### config.mk
export PLATFORM = sky130hd
export DESIGN_NAME = dcache_wt_controller
export DESIGN_NICKNAME = d
export VERILOG_FILES = /design/src/rtl/dcache_wt_controller.sv
export SDC_FILE = /design/constraint.sdc
export NUM_CORES = 2
export LEC_CHECK = 0
export CAP_MARGIN = 10
export CORE_UTILIZATION = 24
export DETAILED_ROUTE_END_ITERATION = 12
export DONT_BUFFER_PORTS = 1
export PLACE_DENSITY = 0.35
export SYNTH_ARGS = -nofsm -noshare
export SYNTH_HDL_FRONTEND = slang
export SYNTH_MEMORY_MAX_BITS = 65536
export SYNTH_SLANG_ARGS = --single-unit
### constraint.sdc
create_clock -name clk -period 6.2 [get_ports clk]
set_input_delay 0.31 -clock clk [delete_from_list [all_inputs] [get_ports clk]]
set_output_delay 0.31 -clock clk [all_outputs]
set_load 0.005 [all_outputs]
### src/rtl/dcache_wt_controller.sv
// dcache_wt_controller: direct-mapped write-through, no-write-allocate data cache
// with block refill from main memory over a registered req/ack handshake.
module dcache_wt_controller #(
    parameter int ADDR_W   = 10,
    parameter int INDEX_W  = 5,
    parameter int OFFSET_W = 2,
    parameter int DATA_W   = 32,
    parameter int CNT_W    = 16
) (
    input  logic              clk,
    input  logic              rst,
    input  logic              mem_read,
    input  logic              mem_write,
    input  logic [ADDR_W-1:0] addr,
    input  logic [DATA_W-1:0] wdata,
    output logic [DATA_W-1:0] rdata,
    output logic              stall,
    output logic              mm_req,
    output logic              mm_we,
    output logic [ADDR_W-1:0] mm_addr,
    output logic [DATA_W-1:0] mm_wdata,
    input  logic [DATA_W-1:0] mm_rdata,
    input  logic              mm_ack,
    output logic [CNT_W-1:0]  rd_hit_cnt,
    output logic [CNT_W-1:0]  rd_miss_cnt
);
    localparam int TAG_W = ADDR_W - INDEX_W - OFFSET_W;
    localparam int LINES = 2 ** INDEX_W;
    localparam int WORDS = 2 ** OFFSET_W;

    typedef enum logic [1:0] {IDLE, FILL, WRITE, DONE} state_t;

    state_t               state_q, state_d;
    logic [LINES-1:0]     valid_q;
    logic [TAG_W-1:0]     tag_q [LINES];
    logic [DATA_W-1:0]    data_q [LINES][WORDS];
    logic [OFFSET_W-1:0]  cnt_q, cnt_d, cnt_inc;
    logic                 mm_req_q, mm_req_d, mm_we_q, mm_we_d;
    logic [ADDR_W-1:0]    mm_addr_q, mm_addr_d;
    logic [DATA_W-1:0]    mm_wdata_q, mm_wdata_d;
    logic [CNT_W-1:0]     hit_cnt_q, hit_cnt_d, miss_cnt_q, miss_cnt_d;
    logic [TAG_W-1:0]     tag;
    logic [INDEX_W-1:0]   index;
    logic [OFFSET_W-1:0]  offset;
    logic                 hit, hit_inc, miss_inc, fill_we, fill_last, wr_hit_we;

    assign tag       = addr[ADDR_W-1 -: TAG_W];
    assign index     = addr[OFFSET_W +: INDEX_W];
    assign offset    = addr[OFFSET_W-1:0];
    assign hit       = valid_q[index] && (tag_q[index] == tag);
    assign rdata     = mem_read ? data_q[index][offset] : '0;
    assign cnt_inc   = cnt_q + 1'b1;
    assign fill_we   = (state_q == FILL) && mm_ack;
    assign fill_last = fill_we && (&cnt_q);
    assign wr_hit_we = (state_q == WRITE) && mm_ack && hit;

    assign mm_req      = mm_req_q;
    assign mm_we       = mm_we_q;
    assign mm_addr     = mm_addr_q;
    assign mm_wdata    = mm_wdata_q;
    assign rd_hit_cnt  = hit_cnt_q;
    assign rd_miss_cnt = miss_cnt_q;

    always_comb begin
        state_d    = state_q;
        cnt_d      = cnt_q;
        mm_req_d   = mm_req_q;
        mm_we_d    = mm_we_q;
        mm_addr_d  = mm_addr_q;
        mm_wdata_d = mm_wdata_q;
        stall      = 1'b0;
        hit_inc    = 1'b0;
        miss_inc   = 1'b0;
        case (state_q)
            IDLE: begin
                if (mem_write) begin
                    stall      = 1'b1;
                    mm_req_d   = 1'b1;
                    mm_we_d    = 1'b1;
                    mm_addr_d  = addr;
                    mm_wdata_d = wdata;
                    state_d    = WRITE;
                end else if (mem_read && !hit) begin
                    stall     = 1'b1;
                    miss_inc  = 1'b1;
                    cnt_d     = '0;
                    mm_req_d  = 1'b1;
                    mm_we_d   = 1'b0;
                    mm_addr_d = {addr[ADDR_W-1:OFFSET_W], {OFFSET_W{1'b0}}};
                    state_d   = FILL;
                end else begin
                    hit_inc = mem_read;
                end
            end
            FILL: begin
                stall = 1'b1;
                if (mm_ack && (&cnt_q)) begin
                    mm_req_d = 1'b0;
                    state_d  = DONE;
                end else if (mm_ack) begin
                    cnt_d     = cnt_inc;
                    mm_addr_d = {addr[ADDR_W-1:OFFSET_W], cnt_inc};
                end
            end
            WRITE: begin
                stall    = 1'b1;
                mm_req_d = mm_ack ? 1'b0 : mm_req_q;
                state_d  = mm_ack ? DONE : WRITE;
            end
            DONE: state_d = IDLE;
        endcase
        hit_cnt_d  = hit_cnt_q + CNT_W'(hit_inc && !(&hit_cnt_q));
        miss_cnt_d = miss_cnt_q + CNT_W'(miss_inc && !(&miss_cnt_q));
    end

    always_ff @(posedge clk or posedge rst) begin
        if (rst) begin
            state_q    <= IDLE;
            cnt_q      <= '0;
            mm_req_q   <= 1'b0;
            mm_we_q    <= 1'b0;
            mm_addr_q  <= '0;
            mm_wdata_q <= '0;
            hit_cnt_q  <= '0;
            miss_cnt_q <= '0;
            valid_q    <= '0;
        end else begin
            state_q    <= state_d;
            cnt_q      <= cnt_d;
            mm_req_q   <= mm_req_d;
            mm_we_q    <= mm_we_d;
            mm_addr_q  <= mm_addr_d;
            mm_wdata_q <= mm_wdata_d;
            hit_cnt_q  <= hit_cnt_d;
            miss_cnt_q <= miss_cnt_d;
            if (fill_last) valid_q[index] <= 1'b1;
        end
    end

    // Tag and data arrays carry no reset; only valid bits are cleared.
    always_ff @(posedge clk) begin
        if (fill_we) data_q[index][cnt_q] <= mm_rdata;
        if (fill_last) tag_q[index] <= tag;
        if (wr_hit_we) data_q[index][offset] <= wdata;
    end
endmodule
After elaboration in Yosys (flattened, before gate mapping). Memories as Yosys holds them, arrays and structs flattened. Cells that the tools add are included.

Bitwise operators: 131. Order comparisons: 6. Shift operators: 0. $mul: 0. Reductions and logical operators: 29. Muxes and demuxes: 176. Add/sub/neg operators: 3. Divide/modulo/power cells: 0. Eq/ne operators: 11.

Operator list (count): 128-bit 2-to-1 mux (2); 32-bit 2-to-1 mux (5); 1-bit 2-to-1 mux (148); 32-bit demux with 2-bit select (2); 1-bit bitwise OR (128); 32-bit binary-select mux with 2-bit select (1); 10-bit 2-to-1 mux (4); 16-bit by 1-bit adder with 16-bit output (2); 32-bit bitwise OR (1); 16-bit AND reduction (2); 10-bit case mux with 2 select lines (1); 2-bit 2-to-1 mux (7); 1-bit logical AND (12); 2-bit inequality test, second input constant (5); 2-bit case mux with 4 select lines (1); 2-bit AND reduction (4); 4-bit AND reduction (2); 3-bit >= comparator, second input constant (2); 3-bit by 1-bit < comparator with 1-bit output, second input constant (2); 5-bit by 6-bit < comparator with 1-bit output, second input constant (1); 2-bit inverter with 3-bit output (2); 1-bit binary-select mux with 5-bit select (1); 1-bit demux with 5-bit select (1); 5-bit by 1-bit >= comparator with 1-bit output, second input constant (1); 15 further kinds (19).

Bits in read-only memories: 0. Output and inout port bits: 109. Bits in registers: 112. Latch bits: 0. Bits in writable memories: 4192. Logic and storage cells: 367. Memories kept: 2. Input bits: 79.

Memory list: data_q (depth 32, bits a word 128, read ports 1, clocked after Yosys merged registers in 0, wr ports 1, RTL line 36) `logic [DATA_W-1:0] data_q [LINES][WORDS];`; tag_q (depth 32, bits a word 3, read ports 1, clocked after Yosys merged registers in 0, wr ports 1, RTL line 35) `logic [TAG_W-1:0] tag_q [LINES];`.

Depth between registers and ports, before layout.
Depth in word-level cells: 10. Gate-level depth with buffers: 17. Depth with buffers taken out: 13.

Worst setup path after synthesis. No wires, ideal clock.

Path type: input to register. Start point: in addr[3]. End point: mem data_q[12][32] (netlist bit), enable pin. Setup slack: 1.675 ns. Library setup time: 0.421 ns. Stages on the path: 12. Arrival: 4.104 ns. Data required time: 5.779 ns. Path buffers: 4. Cell sequence: buf_2 -> buf_6 -> buf_6 -> mux2i_1 -> o22ai_1 -> nor4_1 -> mux2i_1 -> o21ai_4 -> or3_1 -> o41a_1 -> clkbuf_1 -> nor2_1.

Word-level cells in the longest chain between the ends: 7. Elaborated cells on any way between the ends: 9. Those cells by class: eq/ne: 1; mux: 4; bitwise: 1; reduce/logical: 2; memory: 1.

Ends and longest elaborated chain: from (decl) (RTL line 14) `input logic [ADDR_W-1:0] addr,`; memory 32 x 3 bit or 1-bit binary-select mux with 5-bit select (tied branches); 3-bit equality test or 1-bit 2-to-1 mux (tied branches) (RTL line 50) `assign hit = valid_q[index] && (tag_q[index] == tag);`; 1-bit logical AND (RTL line 50); 1-bit logical AND (RTL line 55) `assign wr_hit_we = (state_q == WRITE) && mm_ack && hit;`; 1-bit 2-to-1 mux (RTL line 144) `if (wr_hit_we) data_q[index][offset] <= wdata;`; 128-bit 2-to-1 mux (not written as such) (RTL line 144); 1-bit bitwise OR (no line); to (decl) (RTL line 36).

Parallel ways exist; a longest one is shown, timed or not. The select of a mux whose other input is x is not followed.

Final worst setup path.
Start point: in addr[2]. End point: out rdata[19].

Word-level cells in the longest chain between the ends: 5.

Ends and longest elaborated chain: memory 32 x 128 bit; 32-bit binary-select mux with 2-bit select (RTL line 51) `assign rdata = mem_read ? data_q[index][offset] : '0;`; 32-bit 2-to-1 mux (not written as such) (2 in a row) (RTL line 51); 32-bit 2-to-1 mux (RTL line 51); to (decl) (RTL line 16) `output logic [DATA_W-1:0] rdata,`.

Every way passes these cells. The select of a mux whose other input is x is not followed.

==> flow_summary_export.csv <==
group,metric,value,unit
grt,grt_pass1_vias,85500,
synth,synth_area_leader_cell,"edfxtp_1",
placement,routabilityCongestion,0.736,
timing,worst_slack,0.279,ns
route,drt_iter0_markers,8895,
critical_path,path_buf_inv,6,
critical_path,crit_type,"input pin to primary output",
grt,grt_first_pass_wirelength,847000,um
synth,synth_cell_type_count,58,
synth,netlist_top_cells_area,"edfxtp_1 (77%), mux4_2 (14%), a22oi_1 (1.7%), dfrtp_1 (1.7%), mux2_2 (1.1%)",
timing,max_slew.worst_pin.slew,1.21,ns
critical_path,critPathTopFamily,"buffers and inverters",
timing,fmax,0.169,GHz
worst_hold_path,hold_path.startpoint,"wdata[7]",
critical_path,crit_path_end_kind,"primary output",
synth,netlist_area,164000,um2
power_and_ir_drop,ir_drop,0.259,mV
route,num_vias,83800,
critical_path,crit_arrival,5.61,ns
critical_path,r2r-end,"data_q[14][28]$_DFFE_PP_",
cts,post_cts.repair.setup_buffers,0,
grt,grtUsageTotal,18.3,%
critical_path,required,5.89,ns
critical_path,cp_slowest_cell,"o21ai_0",
floorplanning,die_h,829,um
timing,final-hold-violation-count,0,
grt,overflow,0,
cts,cts_tree,"done",
cells_and_area,final_area,197000,um2
placement,pre_cts_slack,-0.695,ns
cts,clk_latency,1.10,ns
synth,ys_seq_elements,4304,
timing,finalCritPeriodShare,95.5,%
critical_path,timing.critical_path.mode_cell,"buf_16",
synth,synth_area_per_cell,22.7,um2
route,drt-wirelength-per-cell,37.3,um
synth,synth_commonest_cells,"edfxtp_1 (4192), mux4_2 (1026), a22oi_1 (380)",
cts,cts_buffers,479,
cells_and_area,nFillCells,66200,
outcome,status,"completed",
worst_hold_path,hold_depth,1,
cells_and_area,drive_above_1_share,29.9,%
synth,syn-num-nets,7323,
critical_path,worstPathCellList,"buf_16 -> buf_16 -> buf_16 -> buf_16 -> mux4_2 -> a22oi_1 -> nand4_1 -> o21ai_0 -> buf_4 -> o21ai_0 -> buf_4 -> and2_1",
timing,max_slew_margin,18.7,%
synth,yosysWarnings,0,
placement,hpwl,346000,um
synth,synth-edff-count,4192,
synth,synth_ff_type,"edfxtp_1",
floorplanning,die_x,829,um
worst_hold_path,holdCritPathClass,"input pin to flop",
placement,dp.cells,16200,
power_and_ir_drop,p_leak,59.7,nW
floorplanning,num_rows,303,
cells_and_area,final_nets,7874,
route,firstDrtPassIters,8,
grt,antenna_found_initial,113,
floorplanning,num_io_pins,188,
timing,setup_viol,0,
cts,clkSlewWorstSetupHoldPaths,0.06,ns
timing,final.min_clock_period,5.92,ns
synth,synthDominantCellAreaShare,76.6,%
grt,grt_max_degree,154,
synth,async_flop_share,2.60,%
synth,synth.yosys.seq_area_share,78.3,%
floorplanning,core_region_area,681000,um2
worst_hold_path,holdPathEnd,"data_q[12][103]$_DFFE_PP_",
critical_path,critical_path.startpoint_type,"input pin",
floorplanning,dieArea,688000,um2
route,antenna_left,0,
cells_and_area,syn_to_final_growth,20.0,%
route,drc,0,
route,post_drt_via_cell_ratio,4.83,
cells_and_area,finalNonFillerCells,17300,
placement,dpl_cell_area,180000,um2
floorplanning,start_util,24.1,%
route,wl,647000,um
timing,rsz0062_at_grt,"no",
placement,portBuffers,0,
critical_path,rr_startpoint,"tag_q[7][0]$_DFFE_PP_",
synth,synth.most_common_cell,"edfxtp_1",
timing,skew,0.0895,ns
critical_path,cpPeakStageDelay,0.74,ns
cts,htree_levels,5,
power_and_ir_drop,power.density,330,nW/um2
critical_path,crit_fanout,79,
critical_path,reg2reg_slack,1.32,ns
timing,setup-tns-final,0,ns
synth,syn_inst,7231,
cts,ctsLongestPathBuffers,4,
timing,maxSlewViolCount,0,
job,cap_violations,0,
critical_path,worstRegToRegCells,10,
cts,cts_root_buf,"clkbuf_16",
cts,clock_sinks,4304,
==> power breakdown <==
part | total [W] | internal [W] | switching [W] | leakage (nW)
sequential | 0.0325 | 0.0322 | 0.000328 | 39.1
clock | 0.0283 | 0.0162 | 0.0121 | 7.54
combinational | 0.00420 | 0.00149 | 0.00271 | 13.1
total | 0.0650 | 0.0499 | 0.0151 | 59.7
==> worst max-delay path by stage <==
| stage | startpoint | end | cells past startpoint |
|---|---|---|---|
| 3_3_place_gp | addr[2] | rdata[23] | 11 |
| 3_5_place_dp | addr[2] | rdata[23] | 11 |
| 2_1_floorplan | addr[3] | data_q[12][32]$_DFFE_PP_ | 12 |
| 5_1_grt | addr[2] | rdata[19] | 12 |
| 6_report | addr[2] | rdata[19] | 12 |
| 4_1_cts | addr[2] | rdata[6] | 14 |
==> flip-flops by register name, indices dropped and copies added, names as in the netlist <==
register / count
cnt_q: 2
data_q: 4096
mm_addr: 10
mm_req: 1
mm_wdata: 32
mm_we: 1
rd_hit_cnt: 16
rd_miss_cnt: 16
state_q: 2
tag_q: 96
valid_q: 32
==> cells in the final DEF (no fill, tap or decap), types with 9 or more instances in the layout <==
master,synthesis,routed
dlygate4sd3_1,0,92
or2_2,33,33
o22ai_1,26,26
buf_4,4,206
clkbuf_8,0,19
edfxtp_1,4192,4192
a22oi_1,380,380
buf_16,0,14
clkinv_8,0,9
nand2_1,65,64
xnor2_1,22,22
diode_2,0,142
nand4_1,135,135
o21ai_0,61,48
nor2_4,0,131
ha_1,13,13
clkinv_2,0,89
mux2_2,161,161
o211ai_1,29,29
buf_12,0,177
inv_1,14,13
mux2_4,11,11
bufinv_16,0,41
clkinv_1,0,126
clkbuf_16,0,486
a221oi_1,65,65
clkbuf_1,248,99
mux4_2,1026,1026
and2_1,33,33
mux2i_1,70,70
nand3_1,22,21
dfrtp_1,112,112
o21ai_1,0,11
nor2_1,186,55
a22o_1,64,64
==> metal layers <==
metal | up-vias | track usage, % | part of all wire (%)
met4 | 18 | 5.01 | 3.0
met1 | 47800 | 24.7 | 43
met2 | 2708 | 30.5 | 49
met3 | 794 | 3.04 | 5.5
met5 | - | 0 | 0.019
li1 | 32500 | - | -
==> layout make-up <==
type	instances	area, um2	share of cell area, %
sequential	4304	129000	65.3
multi-input combinational	2490	34900	17.7
clock buffer	603	12800	6.48
tap	8997	11300	5.71
timing repair buffer	493	6520	3.31
clock inverter	290	2640	1.34
antenna	142	355	0.180
inverter	14	57.6	0.0292
==> cells by family after synthesis <==
group           synth area share, %
simple gates                   1.59
mux                            15.7
fa+ha+maj                    0.0990
xor+xnor                      0.169
compound gates                 3.02
flops                          78.3
buf+inv                        1.07
==> timing repair <==
item / in CTS / in global routing
gates cloned: 3 / 1
hold endpoints to repair: 3116 / 0
setup endpoints to repair: 14 / 2
pin swaps: 0 / 0
resized for setup: 1 / 0
hold buffers: 120 / 0
==> stage by stage <==
stage / util, % / total power (W) / hold slack, ns
5_1_grt: 28.9 / 0.0669 / 0.0549
4_1_cts: 28.9 / 0.0657 / 0.00205
3_5_place_dp: 26.4 / 0.0370 / 0.412
3_3_place_gp: 26.4 / 0.0369 / 0.385
2_1_floorplan: - / 0.0350 / 0.409
6_report: 28.9 / 0.0650 / 0.0848
Power figures use the tool's default switching activity.
